**config.mk**
```make
export PLATFORM = sky130hd
export DESIGN_NAME = cache_req_sched8
export DESIGN_NICKNAME = d
export VERILOG_FILES = /design/src/rtl/cache_req_sched8.sv
export SDC_FILE = /design/constraint.sdc
export NUM_CORES = 1
export LEC_CHECK = 0
export CORE_MARGIN = 2
export CORE_UTILIZATION = 30
export CTS_BUF_LIST = sky130_fd_sc_hd__clkbuf_16
export DETAILED_ROUTE_END_ITERATION = 8
export MAX_ROUTING_LAYER = met4
export PLACE_DENSITY = 0.58
export SLEW_MARGIN = 5
export SYNTH_ARGS = -nofsm -noshare
export SYNTH_HDL_FRONTEND = slang
export SYNTH_SLANG_ARGS = --single-unit
export TNS_END_PERCENT = 30
```
**constraint.sdc**
```tcl
create_clock -name clk -period 6.15 [get_ports clk]
set_clock_uncertainty 0.1 [all_clocks]
set_input_delay 0.9225 -clock clk [delete_from_list [all_inputs] [get_ports clk]]
set_output_delay 0.9225 -clock clk [all_outputs]
set_load 0.02 [all_outputs]
```
**src/rtl/cache_req_sched8.sv**
```systemverilog
// cache_req_sched8 -- 8-port round-robin request scheduler.
//
// Merges up to eight requesters onto one downstream request channel. Each
// port owns a 1-entry input buffer. A rotating-priority arbiter picks one
// buffered request per cycle into a registered output stage that is held
// under downstream backpressure.
//
// Optional feature macro: CACHE_SCHED_BURST_EN
//   defined   -> a port granted at the priority pointer may keep the pointer
//                for up to BURST_MAX consecutive grants
//   undefined -> pure round-robin, BURST_MAX only range-checked
//
// Parameters:
//   DATA_WIDTH  payload width per port
//   BURST_MAX   max consecutive grants to one port (1..15)
//
// Ports:
//   clk      rising-edge clock
//   rstn     asynchronous active-low reset
//   i_valid  per-port request valid
//   i_data   port k payload at [k*DATA_WIDTH +: DATA_WIDTH]
//   o_ready  per-port accept (combinational, depends on i_ready)
//   o_valid  output request valid (registered)
//   o_data   granted payload (registered)
//   o_src    index of the granted port (registered)
//   i_ready  downstream accept
//   o_busy   any buffer occupied or output valid
module cache_req_sched8 #(
  parameter int unsigned DATA_WIDTH = 8,
  parameter int unsigned BURST_MAX  = 4
) (
  input  logic                    clk,
  input  logic                    rstn,
  input  logic [7:0]              i_valid,
  input  logic [8*DATA_WIDTH-1:0] i_data,
  output logic [7:0]              o_ready,
  output logic                    o_valid,
  output logic [DATA_WIDTH-1:0]   o_data,
  output logic [2:0]              o_src,
  input  logic                    i_ready,
  output logic                    o_busy
);

  if (BURST_MAX < 1 || BURST_MAX > 15) begin : g_burst_max_check
    $error("cache_req_sched8: BURST_MAX must be in 1..15");
  end

  logic [7:0]                 full;
  logic [7:0][DATA_WIDTH-1:0] data_buf;
  logic [2:0]                 ptr;
`ifdef CACHE_SCHED_BURST_EN
  logic [3:0]                 cnt;
`endif

  logic [2:0] grant;
  logic [2:0] cand;
  logic       any_full;
  logic       out_free;
  logic       load;
  logic [7:0] grant_oh;
  logic [7:0] accept;

  // Scan from the farthest offset down to ptr itself so the last hit,
  // i.e. the nearest full port at or after ptr, wins.
  always_comb begin
    grant = ptr;
    cand  = ptr;
    for (int unsigned i = 0; i < 8; i++) begin
      cand = ptr + 3'(7 - i);
      if (full[cand]) grant = cand;
    end
  end

  assign any_full = |full;
  assign out_free = ~o_valid | i_ready;
  assign load     = out_free & any_full;
  assign grant_oh = load ? (8'b1 << grant) : '0;

  // The port being drained this cycle can be refilled in the same cycle.
  assign o_ready  = ~full | grant_oh;
  assign accept   = i_valid & o_ready;
  assign o_busy   = any_full | o_valid;

  always_ff @(posedge clk or negedge rstn) begin
    if (!rstn) begin
      full     <= '0;
      data_buf <= '0;
      ptr      <= '0;
`ifdef CACHE_SCHED_BURST_EN
      cnt      <= '0;
`endif
      o_valid  <= 1'b0;
      o_data   <= '0;
      o_src    <= '0;
    end else begin
      for (int unsigned k = 0; k < 8; k++) begin
        if (accept[k]) data_buf[k] <= i_data[k*DATA_WIDTH +: DATA_WIDTH];
      end

      // Refill overrides the drain of the granted port.
      full <= (full & ~grant_oh) | accept;

      if (load) begin
        o_valid <= 1'b1;
        o_data  <= data_buf[grant];
        o_src   <= grant;
`ifdef CACHE_SCHED_BURST_EN
        if (grant == ptr && (32'(cnt) + 32'd1) < BURST_MAX) begin
          cnt <= cnt + 4'd1;
        end else begin
          ptr <= grant + 3'd1;
          cnt <= '0;
        end
`else
        ptr <= grant + 3'd1;
`endif
      end else if (i_ready) begin
        o_valid <= 1'b0;
      end
    end
  end

endmodule

```
# == Word-level counts from Yosys, hierarchy flattened ==
# Index checks and enable logic that the tools add are counted.
# W data, S select, Z words.
# totals
reg_bits,87
latch_bits,0
ramBits,0
romBits,0
in_bits,75
out_inout_bits,21
word_cells,72
mem_count,0
# classes
n_addsub,8
n_mul,0
div,0
magnitude_cmp,9
n_eq_ne,0
shift,1
muxes,29
n_bitwise,10
n_reduce_logical,2
# op_table
op,n
$lt A3 B4 Y1 const B,9
$bmux W1 S3,8
$bmux W8 S3,1
$mux W3,8
$and A8 B8 Y8,2
$mux W8,2
$not A8 Y8,2
$or A8 B8 Y8,2
$add A3 B3 Y3 const B,4
$mux W1,10
$reduce_or A8 Y1,1
$shl A1 B3 Y8 const A,1
$add A3 B1 Y3 const B,2
$add A3 B2 Y3 const B,2
$or A1 B1 Y1,2
$reduce_bool A2 Y1,1
$and A1 B1 Y1,1
$not A1 Y1,1

# == Logic depth before layout (Yosys ltp) ==
# depth
word_depth,16
depth_mapped,21

# == Worst setup path after synthesis ==
# OpenSTA, ideal clock, no wires.
# synth_timing
path_kind,flip-flop to output port
startpoint,reg ptr[0]
endpoint,out o_ready[7]
arrival_time_ns,4.052
path_slack_ns,1.075
path_stages_with_launch,19
n_path_buf,7
cell_sequence,dfrtp_1 buf_2 clkinv_1 ha_1 buf_6 buf_6 mux2_4 mux4_2 a311o_1 a211o_1 buf_6 o211a_4 buf_6 buf_6 buf_2 nor2_1 ha_1 nand2_1 nand2_1
# synth_between
elab_chain_len,14
elab_cells_between_ends,34
classes_between,add/sub (7); shift (1); mux (25); bitwise (1)
# synth_rtl
element,line_no,rtl
start: declaration,50,logic [2:0] ptr;
start signal: assignment,115,ptr <= grant + 3'd1;
$add A3 B3 Y3,69,cand = ptr + 3'(7 - i);
$bmux W1 S3,70,if (full[cand]) grant = cand;
$mux W1 (not written as such),70,
$mux W3 (7 in series),70,
$mux W3 (*),70,
$shl A1 B3 Y8 (*),77,assign grant_oh = load ? (8'b1 << grant) : '0;
$mux W8 (*),77,
$or A8 B8 Y8 (*),80,assign o_ready = ~full | grant_oh;
end: declaration,36,"output logic [7:0] o_ready,"
# Every way passes the cells marked *; elsewhere a longest branch is shown, timed or not. The select of a mux whose other input is x is not followed.

# == Worst setup path after layout ==
# layout_timing
startpoint,reg ptr[0]
endpoint,out o_ready[4]
# Same word-level chain as after synthesis.

==> out/metrics.yaml <==
route:
  route.detailed.drc: 0
  vias: 4100
  wirelength_um: 15400
  wl_per_cell_um: 20.3
  ant_nets: 0
  drt_iter0_drc: 326
  routed_via_density: 5.41
  first_pass_iters: 6
sta:
  period_minus_slack_ns: 5.82
  final_max_slew_viol_count: 0
  tns_ns: 0
  relSlewSlack: 0.260
  max_freq_mhz: 172
  worstMarginPinSlew_ns: 1.11
  hold_violations: 0
  rsz0062_at_grt: "no"
  fin_crit_sh: 0.947
  setup_violations: 0
worst_setup_path:
  crit_arrival_ns: 4.80
  crit_slowest_cell: "ha_1"
  cp.depth: 10
  start_kind: "flip-flop"
  worst-path-max-fanout: 34
  end_kind: "output pin"
  crit_chain: "clkinv_1 > ha_1 > mux2_2 > mux4_2 > a311o_1 > a21oi_4 > o211a_4 > buf_4 > a41o_1 > clkdlybuf4s50_1"
  slowest_delay_ns: 0.71
  cp_top_family: "compound AO/OA/AOI/OAI gates"
  worstSetupPathType: "flip-flop to output pin"
  path_buf_inv: 3
  r2r_slack_ns: 1.52
  r2r_cells: 14
  cp.required_ns: 5.13
floorplanning:
  die_w_um: 138
  start_util: 0.308
  ios: 96
  die-area_mm2: 0.0190
  core.rowCount: 48
  core_area_mm2: 0.0174
  die_h_um: 138
clock_tree:
  clk_path_buf_depth: 2
  cts.reportedPaths.clkPinSlew_ns: 0.07
  post_cts_buffers: 0
  cts_tree: "done"
  cts_sinks: 87
  insertion_delay_ns: 0.35
  numCtsBuffers: 9
  cts_hold_buf: 0
  htreeDepth: 3
  cts_root_buffer: "clkbuf_16"
  post_cts_resized: 0
worst_hold_path:
  hold_path_depth: 1
  hold_path_class: "flip-flop to flip-flop"
synth:
  ys_seq_area_frac: 0.405
  synth_xor_xnor_area_share: 0.00489
  synthesis.nets: 530
  synthAdderAreaFrac: 0.00699
  synth_edf_count: 0
  synth.avg_cell_area_um2: 11.9
  synth_compound_area_frac: 0.186
  synth_ff_type: "dfrtp_1"
  synthCells: 452
  ys_async_sr_fraction: 1.00
  synth.mux.area_fraction: 0.272
  synth_simple_gate_area_frac: 0.0766
  synth_warnings: 0
  synth_area_mm2: 0.00537
  ys_types: 55
  synth_top_family_by_area: "multiplexers"
  synth_seq_cells: 87
run_status:
  outcome: "finished clean"
layout:
  n_fill_cell: 1707
  num-nets-final: 606
  antenna_cells: 0
  layout-drive-gt1-share: 0.251
  syn_to_final_growth_pct: 26.0
  final_cells: 758
grt:
  grt_overflow: 0
  track_usage: 0.177
  grt_max_degree: 88
  grt_antenna_before_repair: 0
  grt_pass1_vias: 4201
  grt_pass1_wl_um: 24200
placement:
  io_buffers: 95
  dpl.hpwl_um: 11400
  numPlacedInstances: 742
  gp_congestion: 0.894
power:
  power_leakage_nw: 2.74
  power_density_mw_per_mm2: 572
  ir_drop_v: 0.000250
job:
  maxCapViolations: 0
[report_power, final]
part	total (mW)	switching, mW	leakage (nW)	internal, mW
Sequential	1.12	0.270	1.03	0.853
Clock	0.583	0.230	0.154	0.353
Combinational	2.17	1.10	1.56	1.06
Total	3.87	1.60	2.74	2.27
[Yosys cell counts, types with 3 or more instances]
| cell | n | area share |
|---|---|---|
| dfrtp_1 | 87 | 0.41 |
| mux2_2 | 64 | 0.13 |
| nand2_1 | 31 | 0.022 |
| clkbuf_1 | 20 | 0.014 |
| o2111ai_1 | 19 | 0.031 |
| inv_1 | 17 | 0.012 |
| mux2_1 | 17 | 0.036 |
| mux4_2 | 16 | 0.067 |
| o21ai_0 | 13 | 0.012 |
| and2_1 | 11 | 0.013 |
| nand2b_1 | 11 | 0.013 |
| a41o_1 | 10 | 0.019 |
| mux2_4 | 10 | 0.028 |
| nand3_1 | 10 | 0.0093 |
| o211a_1 | 9 | 0.017 |
| a221oi_1 | 8 | 0.013 |
| a31o_2 | 8 | 0.013 |
| buf_2 | 8 | 0.0075 |
| o21bai_1 | 8 | 0.011 |
| buf_6 | 6 | 0.013 |
| nor2_1 | 6 | 0.0042 |
| a211oi_1 | 5 | 0.0070 |
| a22oi_1 | 4 | 0.0056 |
| mux2i_1 | 4 | 0.0075 |
| a21oi_1 | 3 | 0.0028 |
| ha_1 | 3 | 0.0070 |
| nor4_1 | 3 | 0.0035 |
| o21a_1 | 3 | 0.0042 |
| xnor2_1 | 3 | 0.0049 |
[state kept, by name (all words and copies together) (netlist names)]
signal / cells
full: 8
data_buf: 64
o_data: 8
o_valid: 1
ptr: 3
o_src: 3
[placed cells by master, fill, tap and decap left out, types with 4 or more instances in the layout]
master,instances
inv_1,18
o2111ai_1,19
nor2_1,6
a41o_1,10
mux2_1,17
clkbuf_16,9
dfrtp_1,87
a211oi_1,5
mux2_2,64
buf_4,7
a22oi_1,4
nand2b_1,11
and2_1,11
a221oi_1,8
clkdlybuf4s50_1,94
nand2_1,31
mux4_2,16
nand3_1,10
o211a_1,9
a31o_2,8
o21bai_1,8
mux2i_1,4
o21ai_0,13
mux2_4,10
[layer usage]
layer / track usage / vias up / wire length, um
li1: - / 1885 / -
met1: 0.226 / 2076 / 6740
met2: 0.294 / 123 / 7820
met3: 0.0199 / 16 / 563
met4: 0.0567 / 0 / 238
met5: - / - / 0
[final cells by class]
cell class	count	area, um^2	share of cell area
well taps	225	282	0.0416
clock buffers	9	225	0.0333
flip-flops and latches	87	2180	0.322
multi-input cells	311	2940	0.434
clock inverters	7	88.8	0.0131
repair buffers	101	993	0.147
inverters	18	67.6	0.00998
[stage by stage]
stage	power, mW	area (um^2)	setup slack (ns)	util	hold slack (ns)
2_1_floorplan	2.71	5370	1.08	-	0.351
3_3_place_gp	3.25	6460	0.827	0.371	0.377
3_5_place_dp	3.29	6460	0.706	0.371	0.384
4_1_cts	3.89	6770	0.342	0.389	0.399
5_1_grt	4.13	6770	0.0596	0.389	0.413
6_report	3.87	6770	0.325	0.389	0.398
[cell families (layout without fill, tap and decap cells)]
family / count (synthesis) / in the layout
buffers and inverters: 54 / 135
xor gates and xnor gates: 3 / 3
AOI/OAI and AO/OA: 112 / 112
adders and majority gates: 3 / 3
and+or+nand+nor: 82 / 82
DFF: 87 / 87
muxes: 111 / 111
[path summary, 6_finish.rpt]
check | startpoint | endpoint
min in group asynchronous | rstn | data_buf[27]
hold reg to reg | data_buf[6] | data_buf[6]
hold / removal | data_buf[6] | data_buf[6]
max in group asynchronous | rstn | data_buf[32]
setup reg to reg | ptr[0] | data_buf[57]
setup / recovery | ptr[0] | o_ready[4]
[worst register-to-register path: stages (launching register included)]
cell,delay (ns)
dfrtp_1,0.36
clkinv_1,0.19
ha_1,0.71
mux2_2,0.39
mux4_2,0.51
or3_1,0.32
a211oi_1,0.33
nor2_2,0.20
nor2_1,0.20
nor2_1,0.08
ha_1,0.18
nand2_1,0.05
nand2_1,0.11
nand2_1,0.39
mux2_2,0.39
Power figures use the tool's default switching activity.
